==> config.mk <==
export PLATFORM = sky130hd
export DESIGN_NAME = bitbakery_input_conditioner
export DESIGN_NICKNAME = d
export VERILOG_FILES = /design/src/rtl/bitbakery_input_conditioner.sv
export SDC_FILE = /design/constraint.sdc
export NUM_CORES = 1
export LEC_CHECK = 0
export CORE_MARGIN = 10
export CORE_UTILIZATION = 34
export CTS_CLUSTER_DIAMETER = 150
export DETAILED_ROUTE_END_ITERATION = 6
export GPL_TIMING_DRIVEN = 0
export PLACE_DENSITY = 0.56
export SLEW_MARGIN = 25
export SYNTH_ARGS = -nofsm -noshare
export SYNTH_HDL_FRONTEND = slang
export SYNTH_SLANG_ARGS = --single-unit
==> constraint.sdc <==
create_clock -name clock -period 2.1 [get_ports clock]
set_clock_uncertainty 0.1 [all_clocks]
set_input_delay 0.63 -clock clock [delete_from_list [all_inputs] [get_ports clock]]
set_output_delay 0.63 -clock clock [all_outputs]
set_load 0.05 [all_outputs]
==> src/rtl/bitbakery_input_conditioner.sv <==
// Pushbutton front end: a 2-flop synchronizer and a debounce FSM per channel, plus a latched one-hot "last play" register.
// Optional build macro BITBAKERY_AUTOREPEAT_EN adds held-button auto-repeat pulses on the 7 game buttons.
module bitbakery_input_conditioner #(
  parameter int DEBOUNCE_CYCLES = 20,
  parameter int CNT_W           = 8,
  parameter int REPEAT_DELAY    = 500,
  parameter int REPEAT_PERIOD   = 100
) (
  input  logic       clock,
  input  logic       reset,
  input  logic [6:0] botoes_in,
  input  logic       iniciar_in,
  input  logic       zera_jogada,
  output logic [6:0] botoes,
  output logic [6:0] botoes_pulse,
  output logic       iniciar,
  output logic       iniciar_pulse,
  output logic       tem_jogada,
  output logic [6:0] jogada
);

  localparam int NCH = 8;
  localparam logic [CNT_W-1:0] LAST = CNT_W'(DEBOUNCE_CYCLES - 1);
  localparam int REP_W = $clog2(REPEAT_DELAY + REPEAT_PERIOD + 1);

  if (DEBOUNCE_CYCLES < 1 || REPEAT_DELAY < 1 || REPEAT_PERIOD < 1 ||
      (64'd1 << CNT_W) <= 64'(DEBOUNCE_CYCLES)) begin : g_bad_param
    $error("bitbakery_input_conditioner: illegal parameter combination");
  end

  logic [NCH-1:0] pressed_raw;
  logic [NCH-1:0] sync1_q, sync2_q;
  logic [NCH-1:0] level, pulse;
  logic [6:0]     jogada_q, jogada_d;

  // Channel 7 carries iniciar; all buttons are inverted to active-high first.
  assign pressed_raw = {~iniciar_in, ~botoes_in};

  always_ff @(posedge clock or negedge reset) begin
    if (!reset) begin
      sync1_q <= '0;
      sync2_q <= '0;
    end else begin
      sync1_q <= pressed_raw;
      sync2_q <= sync1_q;
    end
  end

  for (genvar g = 0; g < NCH; g++) begin : g_ch
    // state       | meaning
    // SOLTO       | released, idle
    // CONF_PRESS  | confirming a press, counting stable 1 samples
    // PRESSIONADO | pressed, level held high
    // CONF_SOLTO  | confirming a release, counting stable 0 samples
    typedef enum logic [1:0] {SOLTO, CONF_PRESS, PRESSIONADO, CONF_SOLTO} state_t;

    state_t           state_q;
    logic [CNT_W-1:0] cnt_q;
    logic             lvl_q, pls_q;
    logic             sample;

    assign sample = sync2_q[g];

`ifdef BITBAKERY_AUTOREPEAT_EN
    localparam bit REP_EN = (g < 7);
    logic [REP_W-1:0] rep_q;
`endif

    always_ff @(posedge clock or negedge reset) begin
      if (!reset) begin
        state_q <= SOLTO;
        cnt_q   <= '0;
        lvl_q   <= 1'b0;
        pls_q   <= 1'b0;
`ifdef BITBAKERY_AUTOREPEAT_EN
        rep_q   <= '0;
`endif
      end else begin
        pls_q <= 1'b0;
        case (state_q)
          SOLTO: begin
            cnt_q <= '0;
            if (sample) begin
              if (LAST == '0) begin
                state_q <= PRESSIONADO;
                lvl_q   <= 1'b1;
                pls_q   <= 1'b1;
              end else begin
                state_q <= CONF_PRESS;
              end
            end
          end
          CONF_PRESS: begin
            if (!sample) begin
              cnt_q   <= '0;
              state_q <= SOLTO;
            end else if (cnt_q + 1'b1 == LAST) begin
              cnt_q   <= '0;
              state_q <= PRESSIONADO;
              lvl_q   <= 1'b1;
              pls_q   <= 1'b1;
            end else begin
              cnt_q <= cnt_q + 1'b1;
            end
          end
          PRESSIONADO: begin
            cnt_q <= '0;
            if (!sample) begin
              if (LAST == '0) begin
                state_q <= SOLTO;
                lvl_q   <= 1'b0;
              end else begin
                state_q <= CONF_SOLTO;
              end
            end
          end
          CONF_SOLTO: begin
            if (sample) begin
              cnt_q   <= '0;
              state_q <= PRESSIONADO;
            end else if (cnt_q + 1'b1 == LAST) begin
              cnt_q   <= '0;
              state_q <= SOLTO;
              lvl_q   <= 1'b0;
            end else begin
              cnt_q <= cnt_q + 1'b1;
            end
          end
          default: begin
            state_q <= SOLTO;
            cnt_q   <= '0;
            lvl_q   <= 1'b0;
          end
        endcase
`ifdef BITBAKERY_AUTOREPEAT_EN
        // Reloaded on every cycle outside a held PRESSIONADO, so any exit restarts the delay.
        if (REP_EN && state_q == PRESSIONADO && sample) begin
          if (rep_q == '0) begin
            pls_q <= 1'b1;
            rep_q <= REP_W'(REPEAT_PERIOD - 1);
          end else begin
            rep_q <= rep_q - 1'b1;
          end
        end else begin
          rep_q <= REP_W'(REPEAT_DELAY - 1);
        end
`endif
      end
    end

    assign level[g] = lvl_q;
    assign pulse[g] = pls_q;
  end

  assign botoes        = level[6:0];
  assign botoes_pulse  = pulse[6:0];
  assign iniciar       = level[7];
  assign iniciar_pulse = pulse[7];
  assign tem_jogada    = |botoes_pulse;

  // Lowest set bit of the pulse vector: x & -x.
  always_comb begin
    jogada_d = jogada_q;
    if (tem_jogada)       jogada_d = botoes_pulse & (~botoes_pulse + 7'd1);
    else if (zera_jogada) jogada_d = '0;
  end

  always_ff @(posedge clock or negedge reset) begin
    if (!reset) jogada_q <= '0;
    else        jogada_q <= jogada_d;
  end

  assign jogada = jogada_q;

endmodule

==> results <==
- The pin slew with the least headroom to its limit is 0.512 ns.
- Clock-pin slew was measured on the worst setup and hold paths at 0.05 ns.
- Setup repair after global routing could not meet its margin everywhere.
- The number of max-slew violations in the final report is 0.
- The final-stage net count is 634.
- The final number of hold-violating endpoints is 0.
- The area added between synthesis and finish is 29.1%.
- The detailed route wirelength on metal2 is 5.73 mm.
- The die span in x is 149 um.
- In the final routing, the length of wire on met1 measures 5.33 mm.
- The type of destination of the critical path is a primary output.
- The total iterations of the first detailed-routing run is 4.
- The clock reaches the later pin of the worst-skew pair after 0.41 ns.
- The analysis attributes to cell leakage a power of 3.20 nW.
- For this block, the via count after detailed routing is 4,122.
- The synthesized design contains 0 enable-type register cells.
- Averaged over all synthesized cells, the footprint is 10.6 um^2.
- The top routing layer in use is met4.
- 0 antenna diodes ended up in the layout.
- The predominant post-synthesis flop cell is sky130_fd_sc_hd__dfrtp_1.
- Detailed routing placed a total of 468 um of wire on met3.
- Based on the critical path, the design can be clocked at up to 0.385 GHz.
- The initial antenna violation count is 0.
- The aggregate global-route resource usage is 0.107.
- The synthesized netlist net count is 561.
- The proportion of register bits with asynchronous set or reset after synthesis is 1.00.
- The total CTS buffers is 17.
- In the final layout, the share of cells above drive strength 1 is 0.224.
- VDD sags by at most 0.000540 V.
- Routability-driven placement finished with a final weighted congestion of 0.796.
- The min-delay analysis places its worst path in the category reg -> reg.
- The cell count after synthesis is 534.
- The number of design-rule violations left by the first detailed-router iteration is 141.
- The overflow left after global routing is 0.
- The floorplan has 47 rows.
- The deepest clock path buffer count is 2.
- The startpoint type of the worst setup path is a flip-flop.
- Power spread over the standard cell area amounts to 749 nW/um^2.
- The number of I/O port buffers is 34.
- Of the synthesized area, sequential elements account for 0.525.
- Detailed placement finished with a half-perimeter wire length of 7.61 mm.
- The routed length per placed instance is 13.9 um.
- Clock tree synthesis found a total of 119 sinks.
- The post-synthesis instance area is 5680 um^2.
- The ratio of final minimum period to clock period is 1.24.
- The core region is 16,500 um^2.
- The area taken by flip-flops and latches is 2990 um^2.
- The data arrival time at the worst-slack endpoint is 1.87 ns.
- The number of antenna-violating nets in the routed design is 0.
- The global-route wire length before repair is 19.4 mm.
- The number of levels the H-tree was split into is 4.
- The critical path is of the reg -> out type.
- Yosys mapped the design onto 63 distinct sky130hd cell types.
- Entering global routing, the biggest net connects 87 pins.
- The final design area excluding fillers is 7330 um^2.
- From bottom edge to top edge, the die measures 149 um.
- Max-cap violations in this run came to 0.
- Counting the fill cells in the layout gives 1,564.
- 35 I/O pins were placed.
- Headroom to the max-slew limit came out at 0.660.
- The cell sitting at the root of the clock tree is a sky130_fd_sc_hd__clkbuf_16.
- For the final routed database, the setup TNS stands at -0.496 ns.
- The die area is 22,300 um^2.
- The synthesized flop and latch total is 119.
- TritonCTS built the clock tree.
- The setup violation total in the final timing report is 1.
- In this run the cell area measured after placement is 6330 um^2.
- The total DRC errors in the routed layout is 0.
- Hold timing on the final database bottoms out at a slack of 0.249 ns.
- The via count of the first global-routing pass was 4,156.
- The number of warnings reported in the yosys synthesis log is 0.
- The initial utilization of the core area, before any placement, comes to 0.345.
- The area taken by multi-input logic gates is 2720 um^2.
- The routed wire length is 11.6 mm.
- The final total power is 5.49 mW.
- The worst path setup slack after routing is -0.496 ns.
- The routed design could run at a clock period as short as 2.60 ns.
- The endpoint required time on the critical path is 1.37 ns.
- The flow ran to the end, but the final reports show violations.
- Along the worst path, the maximum fanout reaches 3.
- The final reports fail on negative setup slack.
- The detailed-route vias per instance is 4.91.
## final cells by class
type,instances,share of cell area
tap,220,0.0375
multi-input combinational,363,0.371
timing repair buffer,54,0.0678
sequential,119,0.408
buffer,16,0.0154
clock inverter,9,0.0167
clock buffer,23,0.0652
inverter,36,0.0184
## synth_stat cells, types with 4 or more instances
cell | instances | area, um^2
sky130_fd_sc_hd__dfrtp_1 | 119 | 2980
sky130_fd_sc_hd__nor2_1 | 63 | 236
sky130_fd_sc_hd__inv_1 | 36 | 135
sky130_fd_sc_hd__xor2_1 | 33 | 289
sky130_fd_sc_hd__nand2_1 | 29 | 109
sky130_fd_sc_hd__nand3_1 | 19 | 95.1
sky130_fd_sc_hd__and2_1 | 17 | 106
sky130_fd_sc_hd__ha_1 | 16 | 200
sky130_fd_sc_hd__xnor2_1 | 16 | 140
sky130_fd_sc_hd__a21oi_1 | 15 | 75.1
sky130_fd_sc_hd__buf_4 | 14 | 105
sky130_fd_sc_hd__o21ai_0 | 13 | 65.1
sky130_fd_sc_hd__nand4_1 | 11 | 68.8
sky130_fd_sc_hd__nor3_1 | 10 | 50.1
sky130_fd_sc_hd__or3_1 | 9 | 56.3
sky130_fd_sc_hd__nand2b_1 | 8 | 50.1
sky130_fd_sc_hd__and3_1 | 7 | 43.8
sky130_fd_sc_hd__a22o_1 | 4 | 35.0
sky130_fd_sc_hd__a31oi_1 | 4 | 25.0
sky130_fd_sc_hd__and4_1 | 4 | 35.0
sky130_fd_sc_hd__mux2_2 | 4 | 45.0
sky130_fd_sc_hd__nor2b_1 | 4 | 25.0
sky130_fd_sc_hd__nor4_1 | 4 | 25.0
sky130_fd_sc_hd__o32a_1 | 4 | 40.0
sky130_fd_sc_hd__o41ai_1 | 4 | 35.0
## state kept, by name, summed over array words and instances, names as in the netlist, named ones only
| name | count |
|---|---|
| g_ch.cnt_q | 64 |
| g_ch.state_q | 8 |
| sync1_q | 8 |
| sync2_q | 8 |
| g_ch.lvl_q | 7 |
| g_ch.pls_q | 7 |
| jogada | 7 |
| iniciar | 1 |
| iniciar_pulse | 1 |
## critical path, stage by stage, from the launching register on
cell	delay, ns
sky130_fd_sc_hd__dfrtp_2	0.43
sky130_fd_sc_hd__or4_4	0.56
sky130_fd_sc_hd__nor3_4	0.23
sky130_fd_sc_hd__nand2b_4	0.09
sky130_fd_sc_hd__buf_6	0.16
## cells by family after synthesis
kind of cell,synth area share
and+or+nand+nor,0.184
DFF,0.525
AOI/OAI and AO/OA,0.123
buffers and inverters,0.0436
xor gates and xnor gates,0.0756
adders and majority gates,0.0353
muxes,0.0141
## layer usage
metal,global-route usage,vias to the layer above
li1,-,2011
met1,0.133,2032
met2,0.166,69
met3,0.0397,10
met4,0.0427,0
met5,0,-
## worst paths after layout
check                                              to  slack [ns]                        from  cells past startpoint
min                              sync2_q[7]$_DFF_PN0_        0.25        sync1_q[7]$_DFF_PN0_                      0
min in group asynchronous  g_ch[5].cnt_q[6]$_DFF_PN0_        0.57                       reset                      2
min reg2reg                      sync2_q[7]$_DFF_PN0_        0.25        sync1_q[7]$_DFF_PN0_                      0
max reg2reg                                 flip-flop        0.07  g_ch[1].cnt_q[1]$_DFF_PN0_                      6
max in group asynchronous  g_ch[0].cnt_q[0]$_DFF_PN0_        0.61                       reset                      3
max                                        tem_jogada       -0.50     g_ch[0].pls_q$_DFF_PN0_                      4
## cells in the final DEF, fill, tap and decap left out, types with 9 or more instances in the layout
cell                              instances
sky130_fd_sc_hd__buf_4                   32
sky130_fd_sc_hd__xnor2_1                 16
sky130_fd_sc_hd__clkbuf_16               17
sky130_fd_sc_hd__dfrtp_1                108
sky130_fd_sc_hd__clkdlybuf4s50_1          9
sky130_fd_sc_hd__nand3_1                 16
sky130_fd_sc_hd__nor2_1                  63
sky130_fd_sc_hd__inv_1                   36
sky130_fd_sc_hd__nand2_1                 28
sky130_fd_sc_hd__o21ai_0                 10
sky130_fd_sc_hd__and2_1                  16
sky130_fd_sc_hd__dfrtp_2                 11
sky130_fd_sc_hd__ha_1                     9
sky130_fd_sc_hd__a21oi_1                 15
sky130_fd_sc_hd__nand4_1                 11
sky130_fd_sc_hd__xor2_1                  31
sky130_fd_sc_hd__or3_1                    9
## where the power goes
part	switching, mW	leakage (nW)	total (mW)	internal, mW
registers	0.0391	1.58	2.37	2.34
clock network	0.988	0.297	2.94	1.95
logic	0.111	1.32	0.181	0.0701
total	1.14	3.20	5.49	4.35
## metrics by stage
stage	cells	util	setup slack, ns
6_report	840	0.445	-0.496
5_1_grt	840	0.445	-0.561
4_1_cts	827	0.426	-0.578
3_5_place_dp	789	0.385	-0.820
3_3_place_gp	788	0.383	-4.41
2_1_floorplan	534	-	0.0133
## timing repair
action,in CTS,in global routing
buffers inserted,5,13
setup endpoints to repair,48,41
hold buffers,1,0
pin swaps,4,16
gates resized for setup,81,55
hold endpoints to repair,33,0
(Power assumes the default switching activity.)
